==> config.mk <==
export PLATFORM = sky130hd
export DESIGN_NAME = rat_checkpoint
export DESIGN_NICKNAME = d
export VERILOG_FILES = /design/src/rtl/rat_checkpoint.sv
export SDC_FILE = /design/constraint.sdc
export NUM_CORES = 2
export LEC_CHECK = 0
export ABC_AREA = 1
export BUFFER_PORTS_ARGS = -buffer_cell sky130_fd_sc_hd__buf_4
export CAP_MARGIN = 25
export CORE_MARGIN = 2
export CORE_UTILIZATION = 69
export CTS_CLUSTER_DIAMETER = 200
export DETAILED_ROUTE_END_ITERATION = 16
export GPL_TIMING_DRIVEN = 0
export MAX_ROUTING_LAYER = met4
export PLACE_DENSITY = 0.95
export RECOVER_POWER = 100
export SYNTH_ARGS = -nofsm -noshare
export SYNTH_HDL_FRONTEND = slang
export SYNTH_SLANG_ARGS = --single-unit
==> constraint.sdc <==
create_clock -name clk -period 2.9 [get_ports clk]
set_input_delay 0.29 -clock clk [delete_from_list [all_inputs] [get_ports clk]]
set_output_delay 0.29 -clock clk [all_outputs]
set_load 0.01 [all_outputs]
==> src/rtl/rat_checkpoint.sv <==
// Register alias table with branch checkpoints.
// Ports: rs1/rs2 tag reads, rename write with old-tag
// read, Copy_RAT/tail_num snapshot, Paste_RAT/head_num
// restore, ckpt_valid slot bits, restore_done and
// restore_err pulses. Optional macro
// RAT_CKPT_OVERFLOW_CHECK_EN adds sticky ckpt_overflow.
module rat_checkpoint #(
   parameter int ARCH_REGS  = 32,
   parameter int TAG_W      = 6,
   parameter int CKPT_DEPTH = 8,
   parameter int CKPT_W     = 3
) (
   input  logic                  clk,
   input  logic                  rst,
   input  logic [4:0]            rs1_addr,
   input  logic [4:0]            rs2_addr,
   output logic [TAG_W-1:0]      rs1_tag,
   output logic [TAG_W-1:0]      rs2_tag,
   input  logic                  rename_valid,
   input  logic [4:0]            rename_rd,
   input  logic [TAG_W-1:0]      rename_tag,
   output logic [TAG_W-1:0]      rd_old_tag,
   input  logic                  Copy_RAT,
   input  logic [CKPT_W-1:0]     tail_num,
   input  logic                  Paste_RAT,
   input  logic [CKPT_W-1:0]     head_num,
   output logic [CKPT_DEPTH-1:0] ckpt_valid,
   output logic                  restore_done,
`ifdef RAT_CKPT_OVERFLOW_CHECK_EN
   output logic                  ckpt_overflow,
`endif
   output logic                  restore_err
);

   typedef logic [TAG_W-1:0] tag_t;
   typedef tag_t map_t [ARCH_REGS];

   map_t live_q;
   map_t live_d;
   map_t ren_map;
   map_t ckpt_q [CKPT_DEPTH];
   map_t ckpt_d [CKPT_DEPTH];

   logic [CKPT_DEPTH-1:0] ckpt_valid_q;
   logic [CKPT_DEPTH-1:0] ckpt_valid_d;
   logic                  done_q;
   logic                  done_d;
   logic                  err_q;
   logic                  err_d;
   logic                  paste_ok;
   logic                  ren_we;

`ifdef RAT_CKPT_OVERFLOW_CHECK_EN
   logic ovf_q;
   logic ovf_d;
`endif

   // x0 is hardwired to tag 0 on every read path
   assign rs1_tag = (rs1_addr == 5'd0) ? '0
                  : live_q[rs1_addr];
   assign rs2_tag = (rs2_addr == 5'd0) ? '0
                  : live_q[rs2_addr];
   assign rd_old_tag = (rename_rd == 5'd0) ? '0
                     : live_q[rename_rd];

   assign ckpt_valid   = ckpt_valid_q;
   assign restore_done = done_q;
   assign restore_err  = err_q;

   assign paste_ok = Paste_RAT && ckpt_valid_q[head_num];
   assign ren_we   = rename_valid && (rename_rd != 5'd0);

   always_comb begin
      // map as it looks after this cycle's rename;
      // checkpoints capture this so a link reg survives
      ren_map = live_q;
      if (ren_we) begin
         ren_map[rename_rd] = rename_tag;
      end

      live_d       = ren_map;
      ckpt_d       = ckpt_q;
      ckpt_valid_d = ckpt_valid_q;
      done_d       = 1'b0;
      err_d        = 1'b0;
`ifdef RAT_CKPT_OVERFLOW_CHECK_EN
      ovf_d        = ovf_q;
`endif

      if (paste_ok) begin
         // valid restore wins over copy and rename
         live_d       = ckpt_q[head_num];
         ckpt_valid_d = '0;
         done_d       = 1'b1;
      end else begin
         err_d = Paste_RAT;
         if (Copy_RAT) begin
`ifdef RAT_CKPT_OVERFLOW_CHECK_EN
            if (ckpt_valid_q[tail_num]) begin
               ovf_d = 1'b1;
            end
`endif
            ckpt_d[tail_num]       = ren_map;
            ckpt_valid_d[tail_num] = 1'b1;
         end
      end
   end

   always_ff @(posedge clk) begin
      if (rst) begin
         for (int i = 0; i < ARCH_REGS; i++) begin
            live_q[i] <= tag_t'(i);
         end
         for (int s = 0; s < CKPT_DEPTH; s++) begin
            for (int i = 0; i < ARCH_REGS; i++) begin
               ckpt_q[s][i] <= tag_t'(i);
            end
         end
         ckpt_valid_q <= '0;
         done_q       <= 1'b0;
         err_q        <= 1'b0;
`ifdef RAT_CKPT_OVERFLOW_CHECK_EN
         ovf_q        <= 1'b0;
`endif
      end else begin
         live_q       <= live_d;
         ckpt_q       <= ckpt_d;
         ckpt_valid_q <= ckpt_valid_d;
         done_q       <= done_d;
         err_q        <= err_d;
`ifdef RAT_CKPT_OVERFLOW_CHECK_EN
         ovf_q        <= ovf_d;
`endif
      end
   end

`ifdef RAT_CKPT_OVERFLOW_CHECK_EN
   assign ckpt_overflow = ovf_q;
`endif

endmodule
==> results of run 1 <==
## cell usage after synthesis (all sizes together)
| cell type | instances | area (um2) |
|---|---|---|
| nand2 | 3124 | 11700 |
| nand3 | 2566 | 12800 |
| nor2 | 2280 | 8600 |
| dfxtp | 1738 | 34800 |
| a21oi | 1188 | 5990 |
| o21ai | 1063 | 5720 |
| clkbuf | 658 | 2470 |
| buf | 610 | 2860 |
| inv | 227 | 852 |
| o22ai | 160 | 1000 |
| nand4 | 32 | 200 |
| o21a | 12 | 90.1 |
| clkinv | 10 | 37.5 |
| nor3 | 8 | 95.1 |
| nor4 | 1 | 6.26 |
## logic make-up after synthesis
kind of cell,count (synthesis)
buffers and inverters,1505
AOI/OAI and AO/OA,2423
and+or+nand+nor,8011
DFF,1738
## per-layer routing
layer | overflow | track usage
met5 | - | -
met4 | 15 | 0.585
met3 | 12 | 0.513
met2 | 12 | 0.806
met1 | 5 | 0.696
## repair_timing
action | 4_1_cts
setup endpoints to repair | 17
endpoints found under the hold margin | 1
hold buffers | 1
gates resized for setup | 28
## metrics by stage
step           std cells   util
2_1_floorplan      13677      -
3_3_place_gp       15369  0.714
3_5_place_dp       15409  0.719
4_1_cts            15724  0.767
==> out/metrics.yaml, run 1 <==
run_status:
  status: "stopped before the end"
  failed_stage: "global routing"
  error_line: "[ERROR GRT-0116] Global routing finished with congestion. Check the congestion regions in the DRC Viewer."
grt:
  grt_first_pass_wirelength_mm: 646
  overflow: 44
  grt_use_total: 0.672
  first_global_vias: 105463
  grt_max_degree: 17
placement:
  placed_cell_area_um2: 90300
  pre_cts_ws_ns: -0.592
  gp_congestion: 1.85
  io_buffers: 42
  dp_hpwl_mm: 294
logic_synthesis:
  yosysSeqAreaShare: 0.399
  ys_ff_latch: 1738
  synth.distinct_cells: 29
  synth_top_family_by_area: "simple AND/OR/NAND/NOR gates"
  yosysWarnings: 0
  avgSynthCellArea_um2: 6.38
  syn_area_um2: 87300
  synth_nets: 13709
  syn_inst: 13677
  post_synth_mux_area_share: 0
  synth-simple-area-share: 0.384
  synth_xor_area_frac: 0
  synth-compound-area-share: 0.147
  synthAdderAreaFrac: 0
clocking:
  cts_inserted_buffers: 173
  htreeDepth: 4
  cts_sinks: 1738
  post-cts-setup-buffers: 0
  cts_buffer_depth: 3
  root_buffer: "clkbuf_16"
die:
  pin_count: 60
  num_rows: 130
  dieHeight_um: 360
  die_w_um: 360
  start_util: 0.695
==> run 2, diff against run 1 <==
--- a/config.mk
+++ b/config.mk
@@ -9,12 +9,10 @@
 export BUFFER_PORTS_ARGS = -buffer_cell sky130_fd_sc_hd__buf_4
 export CAP_MARGIN = 25
 export CORE_MARGIN = 2
-export CORE_UTILIZATION = 69
-export CTS_CLUSTER_DIAMETER = 200
+export CORE_UTILIZATION = 40
 export DETAILED_ROUTE_END_ITERATION = 16
 export GPL_TIMING_DRIVEN = 0
-export MAX_ROUTING_LAYER = met4
-export PLACE_DENSITY = 0.95
+export PLACE_DENSITY_LB_ADDON = 0.15
 export RECOVER_POWER = 100
 export SYNTH_ARGS = -nofsm -noshare
 export SYNTH_HDL_FRONTEND = slang
==> run 2 against run 1 <==
The flow now finishes, with violations (capacitance limit, slew limit, setup timing). Synthesized area stayed put. Synthesized cell count stayed put.
==> out/metrics.yaml, run 2 <==
die:
  dieHeight_um: 471  # was 360 um
  dieArea_um2: 222000
  pin_count: 60  # unchanged
  num_rows: 171  # was 130
  start_util: 0.402  # was 0.695
  core_area_um2: 217000
  die_w_um: 471  # was 360 um
logic_synthesis:
  synth_nets: 13709  # unchanged
  synth_xor_area_frac: 0  # unchanged
  synth.top_cells.by_area: "dfxtp_1 40%, nand3_1 15%, nand2_1 13%, nor2_1 9.8%, a21oi_1 6.8%"  # unchanged
  yosysSeqAreaShare: 0.399  # unchanged
  synth_top_area_share: 0.399  # unchanged
  yosysWarnings: 0  # unchanged
  synth_top_family_by_area: "simple AND/OR/NAND/NOR gates"  # unchanged
  synth-main-ff-cell: "dfxtp_1"  # unchanged
  ys_async_sr_fraction: 0  # unchanged
  yosysTopAreaCell: "dfxtp_1"  # unchanged
  ys_ff_latch: 1738  # unchanged
  synth.distinct_cells: 29  # unchanged
  post_synth_mux_area_share: 0  # unchanged
  synth-simple-area-share: 0.384  # unchanged
  synth-compound-area-share: 0.147  # unchanged
  avgSynthCellArea_um2: 6.38  # unchanged
  ys_top_cells_by_count: "3118 x nand2_1, 2566 x nand3_1, 2271 x nor2_1, 1738 x dfxtp_1, 1183 x a21oi_1"  # unchanged
  synthAdderAreaFrac: 0  # unchanged
  synth_edf_count: 0  # unchanged
  syn_inst: 13677  # unchanged
  syn_area_um2: 87300  # unchanged
  synth.most_common_cell: "nand2_1"  # unchanged
drt:
  vias: 100099
  drt_iter0_drc: 12453
  vias_per_cell: 5.87
  wl_mm: 499
  drc: 0
  drt-pass1-iter-count: 7
  ant_nets: 0
  post_drt_wl_per_cell_um: 29.2
grt:
  grt_use_total: 0.431
  use_met1: 0.530
  busiest_layer: "met2"
  grt_use_met2: 0.651
  grt_first_pass_wirelength_mm: 689
  overflow: 0
  use_met3: 0.0905
  first_global_vias: 90303
  grt_max_degree: 20
  antenna_found_initial: 44
run_status:
  violations: "capacitance limit, slew limit, setup timing"
  status: "complete, but fails checks"  # was stopped before the end
setup_path:
  path_max_fanout: 10
  cp-end-kind: "flip-flop"
  cp.required_ns: 3.71
  start_kind: "primary input"
  cp.arrival_ns: 3.90
  critical_path_class: "in2reg"
clocking:
  path_clk_slew_ns: 0.07
  htreeDepth: 4  # unchanged
  cts_tree: "done"
  cts_sinks: 1738  # unchanged
  clkLatencyLatePin_ns: 0.88
  cts_inserted_buffers: 197  # was 173
  root_buffer: "clkbuf_16"  # unchanged
  cts_buffer_depth: 3  # unchanged
cells_and_area:
  top_register: "ckpt_q"
  final_common_cell: "nand2_1"
  final_nets: 14048
  mostFrequentLayoutCells: "3107 x nand2_1, 2562 x nand3_1, 2255 x nor2_1"
  drive_above_1_share: 0.0801
  utilization: 0.460
  fin_cells: 17057
  final_area_um2: 99900
  largest_register_ffs: 1536
  syn_to_final_growth_pct: 14.4
timing:
  finalClockSkew_ns: 0.0430
  worst_slew_pin_slew_ns: 1.63
  setup_slack_ns: -0.189
  fmax_mhz: 324
  period_needed_ns: 3.09
  relSlewSlack: -0.0857
  post-route-period-util: 1.07
  rsz0062_at_grt: "yes"
  hold_viol: 0
  maxSlewViolCount: 10
  finalSetupViolCount: 72
min_path:
  hp-class: "in2reg"
run:
  max_cap_violations: 1
placement:
  gp_congestion: 1.08  # was 1.85
  io_buffers: 42  # unchanged
  dp.cells: 16661  # was 15409
  dp_hpwl_mm: 387  # was 294 mm
  placed_cell_area_um2: 92700  # was 90300 um2
pwr:
  p_leak_nw: 43.4
  cellPowerDensity_nw_per_um2: 619
  peakVddDrop_mv: 0.609
run 2: cell counts after synthesis:
Identical to the previous run, type by type.
run 2: cell type report:
cell class	instances	area [um2]
inverter	237	923
buffer	1265	5440
clock buffer	291	5830
clock inverter	58	806
timing repair buffer	143	1810
tap	2854	3570
sequential	1738	34900
fill	23680	117000
antenna	37	92.6
multi-input combinational	10434	46600
run 2: critical path, cell delays in order:
cell and delay (ns):
buf_2 0.18, inv_1 0.25, buf_2 0.57, buf_2 0.97
clkbuf_1 0.40, o21ai_0 0.23, a21oi_1 0.48, o21ai_0 0.34
nand2_1 0.13
run 2: where the power goes:
part | total (W) | internal (W) | switching (W)
clock | 0.0264 | 0.0153 | 0.0111
sequential | 0.0255 | 0.0248 | 0.000766
combinational | 0.00999 | 0.00248 | 0.00751
run 2: layer usage:
metal | up-vias | routed length (um) | share of wire
met5 | - | 78 | 0.00016
met2 | 5469 | 211000 | 0.42
met3 | 1374 | 46100 | 0.092
li1 | 45972 | - | -
met4 | 12 | 47700 | 0.096
met1 | 47272 | 194000 | 0.39
run 2: final timing paths:
path / from / to / slack (ns) / cells past startpoint
worst max-delay path: head_num[0] / live_q[113] / -0.19 / 9
worst min-delay path: rename_tag[2] / live_q[134] / 0.09 / 5
worst max register to register: ckpt_valid[5] / live_q[13] / -0.07 / 12
worst min register to register: ckpt_q[256] / ckpt_q[256] / 0.45 / 2
run 2: cells by family (layout without fill, tap and decap cells):
group,Yosys count,count (layout)
AO/OA/AOI/OAI,2423,2423
flip-flops,1738,1738
other,0,37
buffers and inverters,1505,1994
AND/OR/NAND/NOR,8011,8011
run 2: what timing repair did:
action,CTS,global route
setup buffers,3,0
gates resized for setup,162,90
pin swaps,7,7
endpoints found under the hold margin,1,0
hold buffers,1,0
setup endpoints to repair,25,99
run 2: through the flow:
stage / hold slack [ns] / power, W / setup TNS [ns] / setup slack, ns
after floorplan: 0.388 / 0.0311 / 0 / 0.993
after global placement: 0.432 / 0.0353 / -2731.94 / -2.58
after detailed placement: 0.437 / 0.0355 / -457.64 / -1.03
after CTS: 0.0553 / 0.0613 / -0.0952 / -0.0843
after global routing: 0.116 / 0.0633 / -0.430 / -0.0349
final: 0.0948 / 0.0619 / -3.28 / -0.189
Note: power is estimated with default switching activity, not from simulation.
